==> config.mk <==
export PLATFORM = sky130hd
export DESIGN_NAME = uart_rx_deserializer
export DESIGN_NICKNAME = d
export VERILOG_FILES = /design/src/rtl/uart_rx_deserializer.sv
export SDC_FILE = /design/constraint.sdc
export NUM_CORES = 1
export LEC_CHECK = 0
export CELL_PAD_IN_SITES_DETAIL_PLACEMENT = 0
export CELL_PAD_IN_SITES_GLOBAL_PLACEMENT = 1
export CORE_ASPECT_RATIO = 1.1
export CORE_MARGIN = 1
export CORE_UTILIZATION = 50
export CTS_BUF_LIST = sky130_fd_sc_hd__clkbuf_4
export DETAILED_ROUTE_END_ITERATION = 6
export HOLD_SLACK_MARGIN = 0.06
export PLACE_DENSITY_LB_ADDON = 0.1
export SLEW_MARGIN = 20
export SYNTH_ARGS = -nofsm -noshare
export SYNTH_HDL_FRONTEND = slang
export SYNTH_SLANG_ARGS = --single-unit
==> constraint.sdc <==
create_clock -name clk -period 3.25 [get_ports clk]
set_input_delay 0.325 -clock clk [delete_from_list [all_inputs] [get_ports clk]]
set_output_delay 0.325 -clock clk [all_outputs]
set_load 0.02 [all_outputs]
==> src/rtl/uart_rx_deserializer.sv <==
// UART receive deserializer: 2-FF synchronized line, mid-bit sampling, 8 data bits MSB-first,
// one-deep valid/ready output register. Define UART_RX_PARITY_EN to add the parity bit check.
module uart_rx_deserializer #(
  parameter int unsigned CLKS_PER_BIT = 16,
  parameter bit          PARITY_ODD   = 1'b0
) (
  input  logic       clk,
  input  logic       reset,
  input  logic       rx_in,
  output logic [7:0] dout,
  output logic       dout_valid,
  input  logic       dout_ready,
  output logic       frame_err,
  output logic       parity_err,
  output logic       overrun,
  output logic       busy
);

  localparam logic [15:0] LAST_CNT   = 16'(CLKS_PER_BIT - 1);
  localparam logic [15:0] SAMPLE_CNT = 16'(CLKS_PER_BIT / 2);

  typedef enum logic [2:0] {
    IDLE,
    START,
    DATA,
`ifdef UART_RX_PARITY_EN
    PARITY,
`endif
    STOP
  } state_t;

  state_t      state, state_next;
  logic [15:0] baud_cnt, baud_next;
  logic [2:0]  bit_idx, bit_next;
  logic        rx_m, rx_s;
  logic [7:0]  shreg;
  logic        at_sample, shift_en, stop_smp, par_bad, good_frame;

`ifdef UART_RX_PARITY_EN
  logic par_smp;
  logic par_bit;

  // Expected parity bit for a data byte under the configured sense.
  function automatic logic parity_of(input logic [7:0] d);
    return (^d) ^ PARITY_ODD;
  endfunction
`endif

  always_ff @(posedge clk) begin
    if (reset) begin
      rx_m <= 1'b1;
      rx_s <= 1'b1;
    end else begin
      rx_m <= rx_in;
      rx_s <= rx_m;
    end
  end

  always_ff @(posedge clk) begin
    if (reset) begin
      state    <= IDLE;
      baud_cnt <= 16'd0;
      bit_idx  <= 3'd0;
    end else begin
      state    <= state_next;
      baud_cnt <= baud_next;
      bit_idx  <= bit_next;
    end
  end

  always_comb begin
    state_next = state;
    baud_next  = baud_cnt;
    bit_next   = bit_idx;
    shift_en   = 1'b0;
    stop_smp   = 1'b0;
`ifdef UART_RX_PARITY_EN
    par_smp    = 1'b0;
`endif
    at_sample  = (state != IDLE) && (baud_cnt == SAMPLE_CNT);
    if (state != IDLE)
      baud_next = (baud_cnt == LAST_CNT) ? 16'd0 : baud_cnt + 16'd1;
    case (state)
      IDLE: begin
        baud_next = 16'd0;
        if (!rx_s) state_next = START;
      end
      START: begin
        if (at_sample) begin
          if (rx_s) begin
            state_next = IDLE;
            baud_next  = 16'd0;
          end else begin
            state_next = DATA;
            bit_next   = 3'd7;
          end
        end
      end
      DATA: begin
        if (at_sample) begin
          shift_en = 1'b1;
          if (bit_idx == 3'd0) begin
`ifdef UART_RX_PARITY_EN
            state_next = PARITY;
`else
            state_next = STOP;
`endif
          end else begin
            bit_next = bit_idx - 3'd1;
          end
        end
      end
`ifdef UART_RX_PARITY_EN
      PARITY: begin
        if (at_sample) begin
          par_smp    = 1'b1;
          state_next = STOP;
        end
      end
`endif
      STOP: begin
        // Return to IDLE at mid-stop so the next start edge is never missed.
        if (at_sample) begin
          stop_smp   = 1'b1;
          state_next = IDLE;
          baud_next  = 16'd0;
        end
      end
      default: begin
        state_next = IDLE;
        baud_next  = 16'd0;
      end
    endcase
  end

`ifdef UART_RX_PARITY_EN
  assign par_bad = (parity_of(shreg) != par_bit);
`else
  assign par_bad = 1'b0;
`endif

  assign good_frame = stop_smp && rx_s && !par_bad;
  assign busy       = (state != IDLE);

  always_ff @(posedge clk) begin
    if (reset) begin
      shreg      <= 8'h00;
      dout       <= 8'h00;
      dout_valid <= 1'b0;
      frame_err  <= 1'b0;
      overrun    <= 1'b0;
    end else begin
      frame_err <= stop_smp && !rx_s;
      overrun   <= 1'b0;
      if (shift_en) shreg <= {shreg[6:0], rx_s};
      if (good_frame) begin
        dout       <= shreg;
        dout_valid <= 1'b1;
        overrun    <= dout_valid && !dout_ready;
      end else if (dout_valid && dout_ready) begin
        dout_valid <= 1'b0;
      end
    end
  end

`ifdef UART_RX_PARITY_EN
  always_ff @(posedge clk) begin
    if (reset) begin
      par_bit    <= 1'b0;
      parity_err <= 1'b0;
    end else begin
      if (par_smp) par_bit <= rx_s;
      // A bad stop bit takes precedence so only one flag fires per frame.
      parity_err <= stop_smp && rx_s && par_bad;
    end
  end
`else
  assign parity_err = 1'b0;
`endif

endmodule
== Word-level counts from Yosys, hierarchy flattened ==
Index checks and enable logic that the tools add are counted.

* Flip-flop bits (word level): 43
* Output and inout bits: 13
* Word-level logic and storage cells: 63

* $add $sub $neg: 2
* Equal/unequal tests: 12
* Muxes and demuxes: 23
* Bitwise gates (word level): 1
* Reductions and logical operators: 15

{| class="wikitable"
|+ Operators with widths
! cell !! number
|-
| 16-bit two-way mux || 5
|-
| 16-bit one-hot mux with 3 select lines || 1
|-
| 16-bit by 4-bit == test with 1-bit output (second input constant) || 2
|-
| 3-bit two-way mux || 9
|-
| 16-bit by 1-bit adder with 16-bit output (second input constant) || 1
|-
| 2-bit != test (second input constant) || 7
|-
| 3-bit one-hot mux with 4 select lines || 1
|-
| 5-bit AND reduction || 2
|-
| 3-bit by 2-bit == test with 1-bit output (second input constant) || 2
|-
| 3-bit logical NOT || 2
|-
| 3-bit one-hot mux with 2 select lines || 1
|-
| 1-bit logical AND || 5
|-
| 1-bit two-way mux || 5
|-
| 2-bit nonzero test || 2
|-
| 3-bit by 1-bit == test with 1-bit output (second input constant) || 1
|-
| 3-bit nonzero test || 1
|-
| 3-bit by 1-bit subtractor with 3-bit output (second input constant) || 1
|-
| 1-bit logical NOT || 2
|-
| 2-bit two-way mux || 1
|-
| 2-bit OR reduction || 1
|-
| 1-bit inverter || 1
|}

== Longest topological paths before layout ==
Gate-level depths: netlist (run 1).

* Depth after elaboration: 7
* Depth in mapped cells: 7

== Worst setup path before layout (run 1) ==
No wires, ideal clock.

* Path type: reg2reg
* Start: register bit_idx[0]
* End: register bit_idx[0]
* Setup time: 0.091 ns
* Arrival: 1.548 ns
* Setup slack: 1.611 ns
* Stages on the path, launching flop included: 8
* Period minus slack after synthesis: 1.639 ns
* Path through: dfxtp_1 -> inv_1 -> ha_1 -> ha_1 -> or3b_1 -> a21oi_2 -> a21oi_1 -> a311oi_1

* Word-level cells in the longest chain between the ends: 4
* Elaborated cells on any way between the ends: 7
* Those cells by class: add/sub (1); eq/ne (1); mux (3); reduce/logical (2)

{| class="wikitable"
|+ Ends and longest elaborated chain
! element !! RTL line !! RTL
|-
| start: declaration || 34 || <nowiki>logic [2:0] bit_idx, bit_next;</nowiki>
|-
| start signal: assignment || 67 || <nowiki>bit_idx <= bit_next;</nowiki>
|-
| 3-bit by 1-bit subtractor with 3-bit output || 109 || <nowiki>bit_next = bit_idx - 3'd1;</nowiki>
|-
| 3-bit two-way mux || 102 || <nowiki>if (bit_idx == 3'd0) begin</nowiki>
|-
| 3-bit two-way mux || 100 || <nowiki>if (at_sample) begin</nowiki>
|-
| 3-bit one-hot mux with 2 select lines || 83 || <nowiki>case (state)</nowiki>
|}

Parallel ways exist; a longest one is shown, timed or not. The select of a mux whose other input is x is not followed.
A chain may end at the register's enable or synchronous reset.

== Worst setup path in the final report (run 1) ==
* Start: register state[0]
* End: output port busy

* Word-level cells in the longest chain between the ends: 1

{| class="wikitable"
|+ Ends and longest elaborated chain
! element !! RTL line !! RTL
|-
| start: declaration || 32 || <nowiki>state_t state, state_next;</nowiki>
|-
| start signal: assignment || 65 || <nowiki>state <= state_next;</nowiki>
|-
| 3-bit nonzero test || 143 || <nowiki>assign busy = (state != IDLE);</nowiki>
|-
| end: declaration || 16 || <nowiki>output logic busy</nowiki>
|}

Every way passes these cells.

==> results of run 1 <==
-- metal layers --
metal,track usage,up-vias
met5,0,-
met4,0.0667,0
met3,0.0460,6
met2,0.332,25
met1,0.232,664
li1,-,732
-- sequential cells by signal, indices dropped and copies added, names as in the netlist --
register / flops
bit_idx: 3
dout_valid: 1
rx_m: 1
shreg: 8
frame_err: 1
state: 2
overrun: 1
dout: 8
rx_s: 1
baud_cnt: 16
-- Yosys cell counts, types with 2 or more instances --
library cell / number
and4_4: 2
nor4_1: 2
or3b_1: 2
xor2_1: 6
xnor2_1: 6
nand2_1: 6
o21ai_0: 10
a211oi_1: 3
buf_2: 3
and3_1: 3
nor3_2: 2
clkbuf_1: 3
o21ai_1: 9
nor2b_1: 10
nor4_4: 2
nand3_1: 5
nand4_1: 2
and4b_1: 2
a21oi_1: 5
inv_1: 7
nand2b_1: 9
or2_2: 3
a21oi_2: 2
nor2_1: 19
nor3_1: 4
dfxtp_1: 42
mux2i_1: 8
ha_1: 4
buf_6: 2
-- cell type report --
| cell class | count | area (um2) | share of cell area |
|---|---|---|---|
| well taps | 50 | 62.6 | 0.0282 |
| repair buffers | 15 | 150 | 0.0677 |
| clock inverters | 3 | 68.8 | 0.0310 |
| clock buffers | 5 | 37.5 | 0.0169 |
| multi-input cells | 143 | 1030 | 0.465 |
| flip-flops and latches | 42 | 841 | 0.379 |
| inverters | 7 | 26.3 | 0.0118 |
-- metrics by stage --
step	std cells	utilization	area [um2]	total power [mW]	worst slack, ns
2_1_floorplan	201	-	1960	0.551	1.61
3_3_place_gp	257	0.573	2110	0.556	1.21
3_5_place_dp	257	0.573	2110	0.556	1.17
4_1_cts	265	0.602	2220	0.968	0.991
5_1_grt	265	0.602	2220	0.999	0.904
6_report	265	0.602	2220	0.957	1.02
-- kinds of logic after synthesis --
kind of cell    count (synthesis)
simple gates                   82
compound gates                 35
other cells                     1
mux                             9
xor+xnor                       12
flops                          42
fa+ha+maj                       4
buf+inv                        16
-- power breakdown --
| part | leakage [nW] | internal (mW) | total (mW) | switching [mW] |
|---|---|---|---|---|
| clock | 0.0554 | 0.241 | 0.412 | 0.171 |
| combinational | 0.352 | 0.00937 | 0.0234 | 0.0140 |
| sequential | 0.339 | 0.517 | 0.522 | 0.00480 |
-- placed cells by master, fill, tap and decap left out, drive strengths merged, types with 4 or more instances in the layout --
master and instances:
dfxtp 42, nor2 20, o21ai 20, clkdlybuf4s50 15
nor2b 10, nand2b 9, mux2i 8, inv 7
nand3 7, a21oi 7, nand2 6, xnor2 6
xor2 6, nor3 6, clkbuf 5, nor4 5
ha 4, nand4 4
-- worst min-delay path by stage --
stage	depth (start not counted)	endpoint
floorplan	1	rx_s
global placement	1	rx_s
detailed placement	1	rx_s
CTS	1	rx_s
global route	1	rx_s
finish	1	rx_s
==> metrics, run 1 <==
Synth Register Bits 42; Worst Hold Launch rx_m; minimum clock period 2.23 ns; share of layout cells above drive strength 1 0.135; routed wire length 3.57 mm; port bufs 15; area delta synth->final 13.4%; die area 4170 um2; met3 wire length 96 um; Top delay family on crit path flip-flops; GRT overflow 0; Req. time, crit path 2.92 ns; Yosys top cell area share 0.430; Critical Path AT 1.91 ns; P per Cell Area 431 nW/um2; Vias 1427; Starting Density 0.531; Worst Skew 0.00801 ns; setup_tns 0 ns; post-synthesis compound-gate area fraction 0.118; period utilization 0.687; crit path to busy; first-pass GRT wire length 5.91 mm; Pre-Repair DR Iteration Count 4; Metal-1 WL 1.61 mm; Synth Cell Area 1960 um2; Yosys warning count 0; Crit-path slowest cell dfxtp_1; clk slew on worst S/H paths 0.12 ns; clk root buf clkbuf_4; syn nets 209; post-synthesis sequential area ratio 0.430; gpl congestion 0.749; largest net degree at the start of global routing 30; Max Clock Freq 0.448 GHz; Site Rows 23; dominant cell type by area after synthesis dfxtp_1; DRC viols 0; initial antenna violation count 0; Finish-stage setup viols 0; worst-path cell chain or2_2, clkdlybuf4s50_1; maximum vdd drop 0.316 mV; count of cell types in the netlist 47; Leakage 0.746 nW; mux contribution to synthesized area 0.0467; die width 61.6 um; CP endpoint kind output port; Hold Buf Count CTS 0; Final Hold Vio Count 0; Final Max Tran Viols 0; synthesized instance count 201; cells on worst reg2reg path 4; CTS tree built; unrepaired setup endpoints after global routing false; Max stage delay on crit path 0.70 ns; routed wire length per instance 13.5 um; Post-DRT Antenna Nets 0; HP Class register to register; n_diodes 0; Post-synth EDFFs 0; xor/xnor share of the synthesized area 0.0537; maxcap violations 0; Buf/Inv on CP 1; critical path depth in cells 2; Final Net Count 222; htree depth 2; 1st-iter DRT viols 56; Die Span Y 67.6 um; wire length on met2 1.81 mm; GRT Util Overall 0.193; Post-CTS Resized 0; Post-Synth Adder-Cell Area 0.0256; DP HPWL 2.54 mm; Core ar. 3680 um2; Crit Reg-Reg Startpoint baud_cnt[13]; # IOs 17; asr flop ratio synth 0; Hold WS 0.434 ns; Worst setup SP type register; Setup Buffers After CTS 0; Critical path origin state[0]; CTS buffer count 5; deepest clock path buffer count 2; status completed; Clock Latency Late Sink 0.35 ns; highest routed layer met4; R2R setup slack 1.28 ns; most area-consuming cells after synthesis dfxtp_1, mux2i_1, nor2_1; simple-gate area share of the yosys netlist 0.282; relative slew slack 0.399; dominant synthesized flop cell dfxtp_1; Vias per Instance 5.38; clock sink count 42; Layout fillers 340; crit path kind register to output port; largest family of logic cells by synthesized area simple AND/OR/NAND/NOR gates; number of global-route vias before repair 1279; synthesized area per cell 9.73 um2; RR Endpoint shreg[1]; pin slew with the least headroom to its limit 0.899 ns; CP Max Fanout 14
(Power assumes the default switching activity.)
==> inputs of run 2 (changes only) <==
--- a/config.mk
+++ b/config.mk
@@ -9,7 +9,7 @@
 export CELL_PAD_IN_SITES_GLOBAL_PLACEMENT = 1
 export CORE_ASPECT_RATIO = 1.1
 export CORE_MARGIN = 1
-export CORE_UTILIZATION = 50
+export CORE_UTILIZATION = 42
 export CTS_BUF_LIST = sky130_fd_sc_hd__clkbuf_4
 export DETAILED_ROUTE_END_ITERATION = 6
 export HOLD_SLACK_MARGIN = 0.06
==> constraint.sdc (replaced) <==
create_clock -name clk -period 2 [get_ports clk]
set_input_delay 0.2 -clock clk [delete_from_list [all_inputs] [get_ports clk]]
set_output_delay 0.2 -clock clk [all_outputs]
set_load 0.02 [all_outputs]
==> metrics, run 2 (synthesis results as in run 1) <==
HP Class primary input to register; clock sink count 42; Worst setup SP type register; Starting Density 0.447; status completed; minimum clock period 1.91 ns; GRT Util Overall 0.177; period utilization 0.954; maximum vdd drop 0.336 mV; deepest clock path buffer count 2; Die Span Y 73.6 um; Worst Skew 0.0126 ns; Site Rows 25; largest reg by FF count baud_cnt; Core ar. 4380 um2; Req. time, crit path 1.80 ns; DRC viols 0; Max stage delay on crit path 0.55 ns; Vias per Instance 5.25; Final Net Count 233; worst-path cell chain buf_4, or2_2, clkdlybuf4s50_1; CTS buffer count 5; DP HPWL 2.77 mm; Leakage 0.797 nW; number of global-route vias before repair 1447; Final Max Tran Viols 0; Pint 1.12 mW; routed wire length 3.78 mm; Hold Buf Count CTS 0; Final Util 0.523; initial antenna violation count 0; Setup Buffers After CTS 0; part of the power in registers 0.590; Pwr Total 1.43 mW; Vias 1471; Top Usage Layer GRT met2; Top Registers baud_cnt x16, dout x8, shreg x8; clk root buf clkbuf_4; sw power 0.312 mW; Finish-stage setup viols 0; Clk network pwr share 0.376; max reg flops 16; commonest non-fill, non-tap cell in the layout dfxtp_1; CP endpoint kind output port; M2 GR Usage 0.292; GRT overflow 0; n_diodes 0; fin worst setup slack 0.0920 ns; Critical Path AT 1.71 ns; most frequent cells in the layout dfxtp_1, nor2_1, clkdlybuf4s50_1; share of layout cells above drive strength 1 0.181; htree depth 2; Max Clock Freq 0.524 GHz; combinational power share 0.034; largest net degree at the start of global routing 16; port bufs 15; die width 67.1 um; Net Sw Frac 0.218; # IOs 17; DP Worst Slack 0.129 ns; 1st-iter DRT viols 55; Post-DRT Antenna Nets 0; unrepaired setup endpoints after global routing false; met3 Track Usage GR 0.0528; Post-CTS Resized 0; setup_tns 0 ns; met1 usage 0.205; Clock Latency Late Sink 0.35 ns; maxcap violations 0; crit path kind register to output port; area delta synth->final 17.1%; Final Hold Vio Count 0; gpl congestion 0.864; CTS tree built; Crit-path slowest cell clkdlybuf4s50_1; die area 4930 um2; Layout fillers 408; CP Max Fanout 9; routed wire length per instance 13.5 um; Pre-Repair DR Iteration Count 4; first-pass GRT wire length 6.46 mm; P per Cell Area 626 nW/um2; clk slew on worst S/H paths 0.12 ns
[run 2: path summary, 6_finish.rpt]
| path | startpoint | end | slack, ns | cells past startpoint |
|---|---|---|---|---|
| max | state[1] | busy | 0.09 | 3 |
| min reg2reg | rx_m | rx_s | 0.43 | 1 |
| min | rx_in | rx_m | 0.41 | 2 |
| max reg2reg | bit_idx[0] | bit_idx[1] | 0.16 | 7 |
[run 2: critical path, delay by kind of cell, from the launching register on]
family        cells  cell delay [ns]
simple gates      1             0.33
flops             1             0.32
buf+inv           2             0.71
[run 2: cell type report]
cell class	count	area, um2	area share
Tap cell	54	67.6	0.0295
Clock inverter	3	40.0	0.0175
Clock buffer	5	37.5	0.0164
Sequential cell	42	842	0.368
Timing Repair Buffer	26	245	0.107
Multi-Input combinational cell	143	1030	0.451
Inverter	7	26.3	0.0115
[run 2: per-layer routing]
metal | vias to the layer above | share of wire
li1 | 749 | -
met1 | 688 | 0.47
met2 | 24 | 0.48
met3 | 10 | 0.030
met4 | 0 | 0.026
met5 | - | 0
[run 2: power groups by stage]
stage	Combinational (mW)	Clock, mW	Sequential, mW
2_1_floorplan	0.0329	0	0.862
3_3_place_gp	0.0488	0	0.864
3_5_place_dp	0.0492	0	0.865
4_1_cts	0.0495	0.555	0.846
5_1_grt	0.0533	0.597	0.847
6_report	0.0491	0.539	0.846
[run 2: through the flow]
| step | instance area (um2) | hold WS, ns | instances |
|---|---|---|---|
| after global placement | 2210 | 0.400 | 272 |
| after CTS | 2290 | 0.398 | 280 |
| after detailed placement | 2210 | 0.407 | 272 |
| final | 2290 | 0.410 | 280 |
| after global routing | 2290 | 0.379 | 280 |
| after floorplan | 1960 | 0.304 | 201 |
